### src/rtl/bf16_pkg.sv
// Shared widths, classes and types for the bf16 adder issue stage.
package bf16_pkg;

  localparam int E = 8;
  localparam int M = 7;
  localparam logic [15:0] CANON_NAN = 16'h7FC0;

  typedef enum logic [1:0] {ZERO, NORM, INF, NAN} fp_class_e;
  typedef enum logic [1:0] {EMPTY, ONE, FULL} skid_state_e;

  // One buffered entry: flushed operand fields plus the precomputed bypass.
  typedef struct packed {
    logic         sa;
    logic         sb;
    logic [E-1:0] ea;
    logic [E-1:0] eb;
    logic [M-1:0] ma;
    logic [M-1:0] mb;
    logic         byp;
    logic [15:0]  byp_res;
  } issue_t;

endpackage

### src/rtl/bf16_add_issue_if.sv
// Handshake bundle between the upstream source, the issue stage and the adder.
interface bf16_add_issue_if;
  import bf16_pkg::*;

  logic         in_valid_i;
  logic         in_ready_o;
  logic [15:0]  a_i;
  logic [15:0]  b_i;
  logic         out_valid_o;
  logic         out_ready_i;
  logic         sa_o;
  logic         sb_o;
  logic [E-1:0] ea_o;
  logic [E-1:0] eb_o;
  logic [M-1:0] ma_o;
  logic [M-1:0] mb_o;
  logic         byp_o;
  logic [15:0]  byp_res_o;

  modport master (
    output in_valid_i, a_i, b_i, out_ready_i,
    input  in_ready_o, out_valid_o, sa_o, sb_o, ea_o, eb_o, ma_o, mb_o,
           byp_o, byp_res_o
  );

  modport slave (
    input  in_valid_i, a_i, b_i, out_ready_i,
    output in_ready_o, out_valid_o, sa_o, sb_o, ea_o, eb_o, ma_o, mb_o,
           byp_o, byp_res_o
  );

endinterface

### src/rtl/bf16_classify.sv
// Splits one bf16 operand into fields and a class; subnormals flush to ZERO.
module bf16_classify
  import bf16_pkg::*;
(
  input  logic [15:0]  op_i,
  output fp_class_e    cls_o,
  output logic         s_o,
  output logic [E-1:0] e_o,
  output logic [M-1:0] m_o
);

  always_comb begin
    s_o   = op_i[E+M];
    e_o   = op_i[E+M-1:M];
    m_o   = op_i[M-1:0];
    cls_o = NORM;
    if (e_o == '0) begin
      cls_o = ZERO;
      m_o   = '0;
    end else if (e_o == '1) begin
      cls_o = (m_o != '0) ? NAN : INF;
    end
  end

endmodule

### src/rtl/bf16_add_issue.sv
// bf16 adder issue stage: classify, precompute bypass, 2-entry skid buffer.
// Optional saturating issue/bypass counters under BF16_ADD_ISSUE_CNT_EN.
module bf16_add_issue
  import bf16_pkg::*;
(
  input  logic               clk,
  input  logic               rst,
`ifdef BF16_ADD_ISSUE_CNT_EN
  output logic [15:0]        issue_cnt_o,
  output logic [15:0]        byp_cnt_o,
`endif
  bf16_add_issue_if.slave    bus
);

  fp_class_e    cls_a, cls_b;
  logic         s_a, s_b;
  logic [E-1:0] e_a, e_b;
  logic [M-1:0] m_a, m_b;

  bf16_classify u_cls_a (.op_i(bus.a_i), .cls_o(cls_a), .s_o(s_a), .e_o(e_a), .m_o(m_a));
  bf16_classify u_cls_b (.op_i(bus.b_i), .cls_o(cls_b), .s_o(s_b), .e_o(e_b), .m_o(m_b));

  issue_t      new_pair;
  skid_state_e state_q, state_d;
  issue_t      main_q, main_d, skid_q, skid_d;
  logic        in_ready_q, in_ready_d;
  logic        out_valid_q, out_valid_d;
  logic        accept, issue;

  assign accept = bus.in_valid_i & in_ready_q;
  assign issue  = out_valid_q & bus.out_ready_i;

  // Special-case table, first match wins.
  always_comb begin
    new_pair         = '{sa: s_a, sb: s_b, ea: e_a, eb: e_b, ma: m_a, mb: m_b,
                         byp: 1'b1, byp_res: 16'h0000};
    if (cls_a == NAN || cls_b == NAN)
      new_pair.byp_res = CANON_NAN;
    else if (cls_a == INF && cls_b == INF && s_a != s_b)
      new_pair.byp_res = CANON_NAN;
    else if (cls_a == INF)
      new_pair.byp_res = {s_a, {E{1'b1}}, {M{1'b0}}};
    else if (cls_b == INF)
      new_pair.byp_res = {s_b, {E{1'b1}}, {M{1'b0}}};
    else if (cls_a == ZERO && cls_b == ZERO)
      new_pair.byp_res = (s_a & s_b) ? 16'h8000 : 16'h0000;
    else if (cls_a == ZERO)
      new_pair.byp_res = bus.b_i;
    else if (cls_b == ZERO)
      new_pair.byp_res = bus.a_i;
    else
      new_pair.byp     = 1'b0;
  end

  // Skid buffer: main always feeds the outputs, skid only fills while stalled.
  always_comb begin
    state_d = state_q;
    main_d  = main_q;
    skid_d  = skid_q;
    unique case (state_q)
      EMPTY: if (accept) begin
        main_d  = new_pair;
        state_d = ONE;
      end
      ONE: begin
        if (accept && !issue) begin
          skid_d  = new_pair;
          state_d = FULL;
        end else if (accept && issue) begin
          main_d  = new_pair;
        end else if (issue) begin
          state_d = EMPTY;
        end
      end
      FULL: if (issue) begin
        main_d  = skid_q;
        state_d = ONE;
      end
      default: state_d = EMPTY;
    endcase
    in_ready_d  = (state_d != FULL);
    out_valid_d = (state_d != EMPTY);
  end

  always_ff @(posedge clk) begin
    if (rst) begin
      state_q     <= EMPTY;
      main_q      <= '0;
      skid_q      <= '0;
      in_ready_q  <= 1'b1;
      out_valid_q <= 1'b0;
    end else begin
      state_q     <= state_d;
      main_q      <= main_d;
      skid_q      <= skid_d;
      in_ready_q  <= in_ready_d;
      out_valid_q <= out_valid_d;
    end
  end

  assign bus.in_ready_o  = in_ready_q;
  assign bus.out_valid_o = out_valid_q;
  assign bus.sa_o        = main_q.sa;
  assign bus.sb_o        = main_q.sb;
  assign bus.ea_o        = main_q.ea;
  assign bus.eb_o        = main_q.eb;
  assign bus.ma_o        = main_q.ma;
  assign bus.mb_o        = main_q.mb;
  assign bus.byp_o       = main_q.byp;
  assign bus.byp_res_o   = main_q.byp_res;

`ifdef BF16_ADD_ISSUE_CNT_EN
  logic [15:0] issue_cnt_q, issue_cnt_d, byp_cnt_q, byp_cnt_d;

  always_comb begin
    issue_cnt_d = issue_cnt_q;
    byp_cnt_d   = byp_cnt_q;
    if (issue && issue_cnt_q != 16'hFFFF)
      issue_cnt_d = issue_cnt_q + 16'd1;
    if (issue && main_q.byp && byp_cnt_q != 16'hFFFF)
      byp_cnt_d = byp_cnt_q + 16'd1;
  end

  always_ff @(posedge clk) begin
    if (rst) begin
      issue_cnt_q <= '0;
      byp_cnt_q   <= '0;
    end else begin
      issue_cnt_q <= issue_cnt_d;
      byp_cnt_q   <= byp_cnt_d;
    end
  end

  assign issue_cnt_o = issue_cnt_q;
  assign byp_cnt_o   = byp_cnt_q;
`endif

endmodule

### src/flat_wrapper.sv
// flat-port wrapper written by rule: the top's interface ports become plain ports
module bf16_add_issue_flat import bf16_pkg::*;
  (clk, rst, bus_in_valid_i, bus_a_i, bus_b_i, bus_out_ready_i, bus_in_ready_o, bus_out_valid_o, bus_sa_o, bus_sb_o, bus_ea_o, bus_eb_o, bus_ma_o, bus_mb_o, bus_byp_o, bus_byp_res_o);
  bf16_add_issue_if bus_i ();
  input  logic clk;
  input  logic rst;
  input wire logic [$bits(bus_i.in_valid_i)-1:0] bus_in_valid_i;
  input wire logic [$bits(bus_i.a_i)-1:0] bus_a_i;
  input wire logic [$bits(bus_i.b_i)-1:0] bus_b_i;
  input wire logic [$bits(bus_i.out_ready_i)-1:0] bus_out_ready_i;
  output wire logic [$bits(bus_i.in_ready_o)-1:0] bus_in_ready_o;
  output wire logic [$bits(bus_i.out_valid_o)-1:0] bus_out_valid_o;
  output wire logic [$bits(bus_i.sa_o)-1:0] bus_sa_o;
  output wire logic [$bits(bus_i.sb_o)-1:0] bus_sb_o;
  output wire logic [$bits(bus_i.ea_o)-1:0] bus_ea_o;
  output wire logic [$bits(bus_i.eb_o)-1:0] bus_eb_o;
  output wire logic [$bits(bus_i.ma_o)-1:0] bus_ma_o;
  output wire logic [$bits(bus_i.mb_o)-1:0] bus_mb_o;
  output wire logic [$bits(bus_i.byp_o)-1:0] bus_byp_o;
  output wire logic [$bits(bus_i.byp_res_o)-1:0] bus_byp_res_o;
  assign bus_i.in_valid_i = bus_in_valid_i;
  assign bus_i.a_i = bus_a_i;
  assign bus_i.b_i = bus_b_i;
  assign bus_i.out_ready_i = bus_out_ready_i;
  assign bus_in_ready_o = bus_i.in_ready_o;
  assign bus_out_valid_o = bus_i.out_valid_o;
  assign bus_sa_o = bus_i.sa_o;
  assign bus_sb_o = bus_i.sb_o;
  assign bus_ea_o = bus_i.ea_o;
  assign bus_eb_o = bus_i.eb_o;
  assign bus_ma_o = bus_i.ma_o;
  assign bus_mb_o = bus_i.mb_o;
  assign bus_byp_o = bus_i.byp_o;
  assign bus_byp_res_o = bus_i.byp_res_o;
  bf16_add_issue u_core (.clk(clk), .rst(rst), .bus(bus_i));
endmodule
### config.mk
export PLATFORM = sky130hd
export DESIGN_NAME = bf16_add_issue_flat
export DESIGN_NICKNAME = d
export VERILOG_FILES = /design/src/rtl/bf16_pkg.sv /design/src/rtl/bf16_add_issue_if.sv /design/src/rtl/bf16_classify.sv /design/src/rtl/bf16_add_issue.sv /design/src/flat_wrapper.sv
export SDC_FILE = /design/constraint.sdc
export NUM_CORES = 1
export LEC_CHECK = 0
export CAP_MARGIN = 20
export CORE_MARGIN = 2
export CORE_UTILIZATION = 45
export DETAILED_ROUTE_END_ITERATION = 6
export DONT_BUFFER_PORTS = 1
export HOLD_SLACK_MARGIN = 0.06
export PLACE_DENSITY = 0.7
export SLEW_MARGIN = 20
export SYNTH_ARGS = -nofsm -noshare
export SYNTH_HDL_FRONTEND = slang
export SYNTH_SLANG_ARGS = --single-unit
### constraint.sdc
create_clock -name clk -period 4.9 [get_ports clk]
set_clock_uncertainty 0.15 [all_clocks]
set_input_delay 0.735 -clock clk [delete_from_list [all_inputs] [get_ports clk]]
set_output_delay 0.735 -clock clk [all_outputs]
set_load 0.05 [all_outputs]
After elaboration in Yosys (flattened, before gate mapping):

Index checks and enable logic that the tools add are counted.

* equality and inequality tests: 14
* reduce and logical (&&, ||, !) cells: 18
* multiplexer cells: 34
* bitwise logic cells: 3

Operators with widths (count)
* two-way mux 49 bit: 4
* case mux 49 bit (3 select lines): 1
* two-way mux 16 bit: 8
* two-way mux 2 bit: 9
* == test 8 bit (second input constant): 2
* logical NOT 8 bit: 2
* two-way mux 7 bit: 2
* nonzero test 7 bit: 2
* == test 2 bit (second input constant): 5
* two-way mux 1 bit: 9
* logical NOT 2 bit: 3
* != test 2 x 1 -> 1 bit (second input constant): 3
* case mux 2 bit (3 select lines): 1
* logical AND 1 bit: 5
* AND reduction 5 bit: 1
* != test 2 bit (second input constant): 2
* bitwise AND 1 bit: 3
* nonzero test 3 bit: 1
* == test 2 x 1 -> 1 bit (second input constant): 1
* AND reduction 2 bit: 1
* nonzero test 2 bit: 1
* logical NOT 1 bit: 1
* logical OR 1 bit: 1
* != test 1 bit: 1

* bits in registers: 102
* logic and storage cells: 88
* output and inout bits: 51
* bits of input ports: 36

Logic depth before layout (Yosys ltp):

* depth after elaboration: 15
* mapped depth: 8
* gate-level depth less buffers: 6

Cells and area by module:

Synthesis repeated with hierarchy kept, for this count alone.

* cell total of the unflattened synthesis: 598
* area total of the unflattened synthesis: 4865.9 µm²

By module, submodules not included
* bf16_add_issue: sequential area each 2042.0 µm², times used 1, cells an instance 548, area an instance 4513.1 µm²
* bf16_classify: sequential area each 0.0 µm², times used 2, cells an instance 25, area an instance 176.4 µm²

Least setup slack after synthesis:

OpenSTA, ideal clock, no wires.

* kind: input -> register
* start point: in bus_b_i[3]
* end point: reg u_core.skid_q[6] (netlist name)
* cell stages on the path: 5
* required time: 4671 ps
* slack: 2642 ps
* data arrival time: 2028 ps
* cell sequence: or4_1 nor4b_2 nand3_1 o211a_1 a211oi_2

* longest elaborated chain between the ends: 12
* elaborated cells between the ends (all ways): 18

RTL lines
* start: declaration: line flat_wrapper.sv:9 `input wire logic [$bits(bus_i.b_i)-1:0] bus_b_i;`
* nonzero test 7 bit (*): line bf16_classify.sv:21 `cls_o = (m_o != '0) ? NAN : INF;`
* two-way mux 1 bit (*): line bf16_classify.sv:21
* two-way mux 2 bit (*): line bf16_classify.sv:20 `end else if (e_o == '1) begin`
* two-way mux 2 bit (*): line bf16_classify.sv:17 `if (e_o == '0) begin`
* logical NOT 2 bit: line bf16_add_issue.sv:45, bf16_add_issue.sv:49
* two-way mux 16 bit: line bf16_add_issue.sv:49 `else if (cls_b == ZERO)`
* two-way mux 16 bit: line bf16_add_issue.sv:47 `else if (cls_a == ZERO)`
* two-way mux 16 bit: line bf16_add_issue.sv:45 `else if (cls_a == ZERO && cls_b == ZERO)`
* two-way mux 16 bit: line bf16_add_issue.sv:43 `else if (cls_b == INF)`
* two-way mux 16 bit: line bf16_add_issue.sv:41 `else if (cls_a == INF)`
* two-way mux 16 bit: line bf16_add_issue.sv:39 `else if (cls_a == INF && cls_b == INF && s_a != s_b)`
* two-way mux 16 bit (*): line bf16_add_issue.sv:37 `if (cls_a == NAN || cls_b == NAN)`
* end signal: assignment: line bf16_add_issue.sv:95 `skid_q <= skid_d;`
* end: declaration: line bf16_add_issue.sv:25 `issue_t main_q, main_d, skid_q, skid_d;`

Every way passes the cells marked *; elsewhere a longest branch is shown, timed or not.
A chain may end at the register's enable or synchronous reset.

Worst setup path after layout:

* start point: reg u_core.out_valid_q, in the netlist u_core.bus.out_valid_o
* end point: reg u_core.main_q, in the netlist u_core.bus.eb_o[7]

* longest elaborated chain between the ends: 5
* elaborated cells between the ends (all ways): 8

RTL lines
* start: declaration: line bf16_add_issue.sv:27 `logic out_valid_q, out_valid_d;`
* start signal: assignment: line bf16_add_issue.sv:97 `out_valid_q <= out_valid_d;`
* bitwise AND 1 bit (*): line bf16_add_issue.sv:31 `assign issue = out_valid_q & bus.out_ready_i;`
* logical NOT 1 bit: line bf16_add_issue.sv:66 `if (accept && !issue) begin`
* logical AND 1 bit: line bf16_add_issue.sv:66
* != test 2 bit (no source line)
* AND reduction 5 bit (no source line) (*)
* end signal: assignment: line bf16_add_issue.sv:94 `main_q <= main_d;`
* end: declaration: line bf16_add_issue.sv:25

Marked as above.

==> impl_metrics.env <==
export IMPL_status="complete, no violations"
export IMPL_timing_final_crit_period_ps=2913
export IMPL_cts_setup_buffers=0
export IMPL_r2r_start="u_core.bus.out_valid_o"
export IMPL_synth_edf_count=0
export IMPL_maxSlewViolCount=0
export IMPL_hold_viol=0
export IMPL_ir_drop_mv=0.1844
export IMPL_power_leakage_nw=1.659
export IMPL_dr_total_vias=4176
export IMPL_hold_path_cell_count=1
export IMPL_post_cts_resized=0
export IMPL_final_common_cell="nand2_1"
export IMPL_multiInputGateArea_um2=2405
export IMPL_overflow=0
export IMPL_root_buffer="clkbuf_8"
export IMPL_diodes=0
export IMPL_worst_r2r_cell_count=5
export IMPL_path_cells="a21boi_1 -> o22ai_4 -> buf_4 -> nor2_1 -> a311oi_1"
export IMPL_r2r_end="u_core.bus.eb_o[7]"
export IMPL_fillers=1000
export IMPL_routedWlPerCell_um=17.80
export IMPL_fp_coreArea_um2=10180
export IMPL_min_to="u_core.bus.ea_o[4]"
export IMPL_grt_max_degree=94
export IMPL_cts_tree="yes"
export IMPL_synth_ff_type="dfxtp_1"
export IMPL_slowest_delay_ps=820
export IMPL_r2r_slack_ps=1990
export IMPL_synth_cell_types=48
export IMPL_clkLatencyLatePin_ps=370
export IMPL_ioPinCount=87
export IMPL_hp_start="rst"
export IMPL_finalNonFillerCells=703
export IMPL_arrival_ps=3030
export IMPL_clkSinkCount=102
export IMPL_dieArea_um2=11200
export IMPL_min_path_type="in -> reg"
export IMPL_syn_inst=599
export IMPL_synth_seq_area_share=0.4374
export IMPL_finalCritPeriodShare=0.5945
export IMPL_h_tree_depth=3
export IMPL_end_kind="register"
export IMPL_crit_path_start_kind="register"
export IMPL_final_layout_size_suffix_gt1_frac=0.05115
export IMPL_dp_final_hpwl_um=8314
export IMPL_synthToLayoutAreaGrowth_pct=4.744
export IMPL_fp_dieW_um=105.9
export IMPL_ys_warn_count=0
export IMPL_drt_total_wl_um=12510
export IMPL_grtUsageTotal=0.2260
export IMPL_synth_seq_cells=102
export IMPL_syn_area_per_cell_um2=7.793
export IMPL_max_cap_violations=0
export IMPL_crit_required_ps=5010
export IMPL_die_y_um=105.9
export IMPL_port_buffers=0
export IMPL_clk_pin_slew_ps=110
export IMPL_antenna_left=0
export IMPL_slowest_stage="o22ai_4"
export IMPL_grt_pass1_vias=3953
export IMPL_worst_pin_slew_ps=1024
export IMPL_seq_area_um2=2042
export IMPL_cts_buffers=9
export IMPL_netlist_area_um2=4668
export IMPL_syn_num_nets=636
export IMPL_drt_iter0_drc=309
export IMPL_rsz0062_at_grt="false"
export IMPL_final_nets=599
export IMPL_setup_tns_ps=0
export IMPL_clock_path_buffers=2
export IMPL_hold_buffers=0
export IMPL_place_inst=687
export IMPL_gp_congestion=0.8383
export IMPL_finalPower_mw=1.863
export IMPL_relSlewSlack=0.3171
export IMPL_grt_first_pass_wirelength_um=20320
export IMPL_initial_core_util=0.4584
export IMPL_layout_common_cells="nand2_1 (111), dfxtp_1 (102), nor2_1 (76)"
export IMPL_drc_errors=0
export IMPL_setup_violations=0
export IMPL_fin_util=0.4801
export IMPL_antenna_found_initial=0
export IMPL_async_reset_ff_frac=0
export IMPL_rows=37
export IMPL_path_max_fanout=39
export IMPL_drtPass1Iterations=5
export IMPL_powerDensity_nw_per_um2=381.0
export IMPL_via_per_inst=5.940
export IMPL_fmax_ghz=0.3433
export IMPL_crit_type="reg -> reg"
==> state kept, by name, summed over array words and instances, names as in the netlist <==
| register | count |
|---|---|
| u_core.bus.byp_o | 1 |
| u_core.bus.byp_res_o | 16 |
| u_core.bus.eb_o | 8 |
| u_core.state_q | 2 |
| u_core.bus.out_valid_o | 1 |
| u_core.bus.sb_o | 1 |
| u_core.bus.ea_o | 8 |
| u_core.bus.ma_o | 7 |
| u_core.bus.in_ready_o | 1 |
| u_core.skid_q | 49 |
| u_core.bus.sa_o | 1 |
| u_core.bus.mb_o | 7 |
==> per-layer routing <==
metal | wire, µm | up-vias | part of all wire | GRT usage
li1 | - | 2050 | - | -
met4 | 178 | 0 | 0.014 | 0.06673
met5 | 0 | - | 0 | 0
met3 | 1100 | 14 | 0.088 | 0.06741
met1 | 5435 | 1955 | 0.43 | 0.2945
met2 | 5796 | 157 | 0.46 | 0.3627
==> where the power goes <==
part	total (mW)	leakage (nW)	switching [mW]	internal, mW
clock network	0.504	0.0894	0.310	0.194
registers	1.11	0.834	0.214	0.899
logic	0.245	0.736	0.154	0.0912
total	1.86	1.66	0.678	1.18
==> kinds of logic (layout without fill, tap and decap cells) <==
| kind of cell | after synthesis | count (layout) | synth area share |
|---|---|---|---|
| buf+inv | 62 | 30 | 0.05200 |
| simple gates | 288 | 288 | 0.2900 |
| fa+ha+maj | 1 | 1 | 0.002680 |
| compound gates | 146 | 146 | 0.2179 |
| flops | 102 | 102 | 0.4374 |
==> worst max-delay path by stage <==
stage                                 from                       to  slack [ps]  cells past startpoint
finish              u_core.bus.out_valid_o       u_core.bus.eb_o[7]        1990                      5
floorplan                       bus_b_i[3]         u_core.skid_q[6]        2640                      5
global placement                bus_b_i[7]  u_core.bus.byp_res_o[6]        1890                      5
CTS                 u_core.bus.out_valid_o       u_core.bus.eb_o[7]        1960                      5
detailed placement              bus_b_i[7]         u_core.skid_q[6]        1880                      5
global route        u_core.bus.out_valid_o       u_core.bus.eb_o[5]        1720                      5
==> synthesized netlist by cell type (all sizes together), types with 3 or more instances <==
cell type    n  area share
or4          3      0.0048
nand2b       9       0.012
o21ai       10       0.011
nand2      111       0.089
o31ai        6      0.0096
nand3        8      0.0086
clkbuf      46       0.037
o311ai       8       0.015
a211oi       3      0.0059
nor4         6       0.017
nor2        76       0.061
a311oi      33       0.062
o2111ai      6       0.011
buf          7      0.0078
nand4        7      0.0094
dfxtp      102        0.44
a31oi       20       0.027
a21oi       45       0.048
nor3        31       0.033
and2        27       0.036
inv          9      0.0072
==> through the flow <==
step	instance area, µm²	setup slack (ps)	hold slack [ps]
floorplan	4668	2642	286.6
global placement	4681	1891	285.7
detailed placement	4708	1882	292.0
CTS	4890	1959	253.7
global route	4890	1722	247.8
finish	4890	1987	266.7
==> critical path, delay by kind of cell, from the launching register on <==
kind	cells	cell delay (ps)
DFF	1	690
AOI/OAI and AO/OA	3	1410
buffers and inverters	1	470
and+or+nand+nor	1	70
==> layout make-up <==
cell class / count / area share
Clock inverter: 6 / 0.01100
Sequential cell: 102 / 0.4176
Timing Repair Buffer: 5 / 0.01177
Inverter: 9 / 0.006909
Multi-Input combinational cell: 435 / 0.4918
Tap cell: 136 / 0.03480
Clock buffer: 10 / 0.02610
No activity file was read; power rests on OpenSTA's default activity.
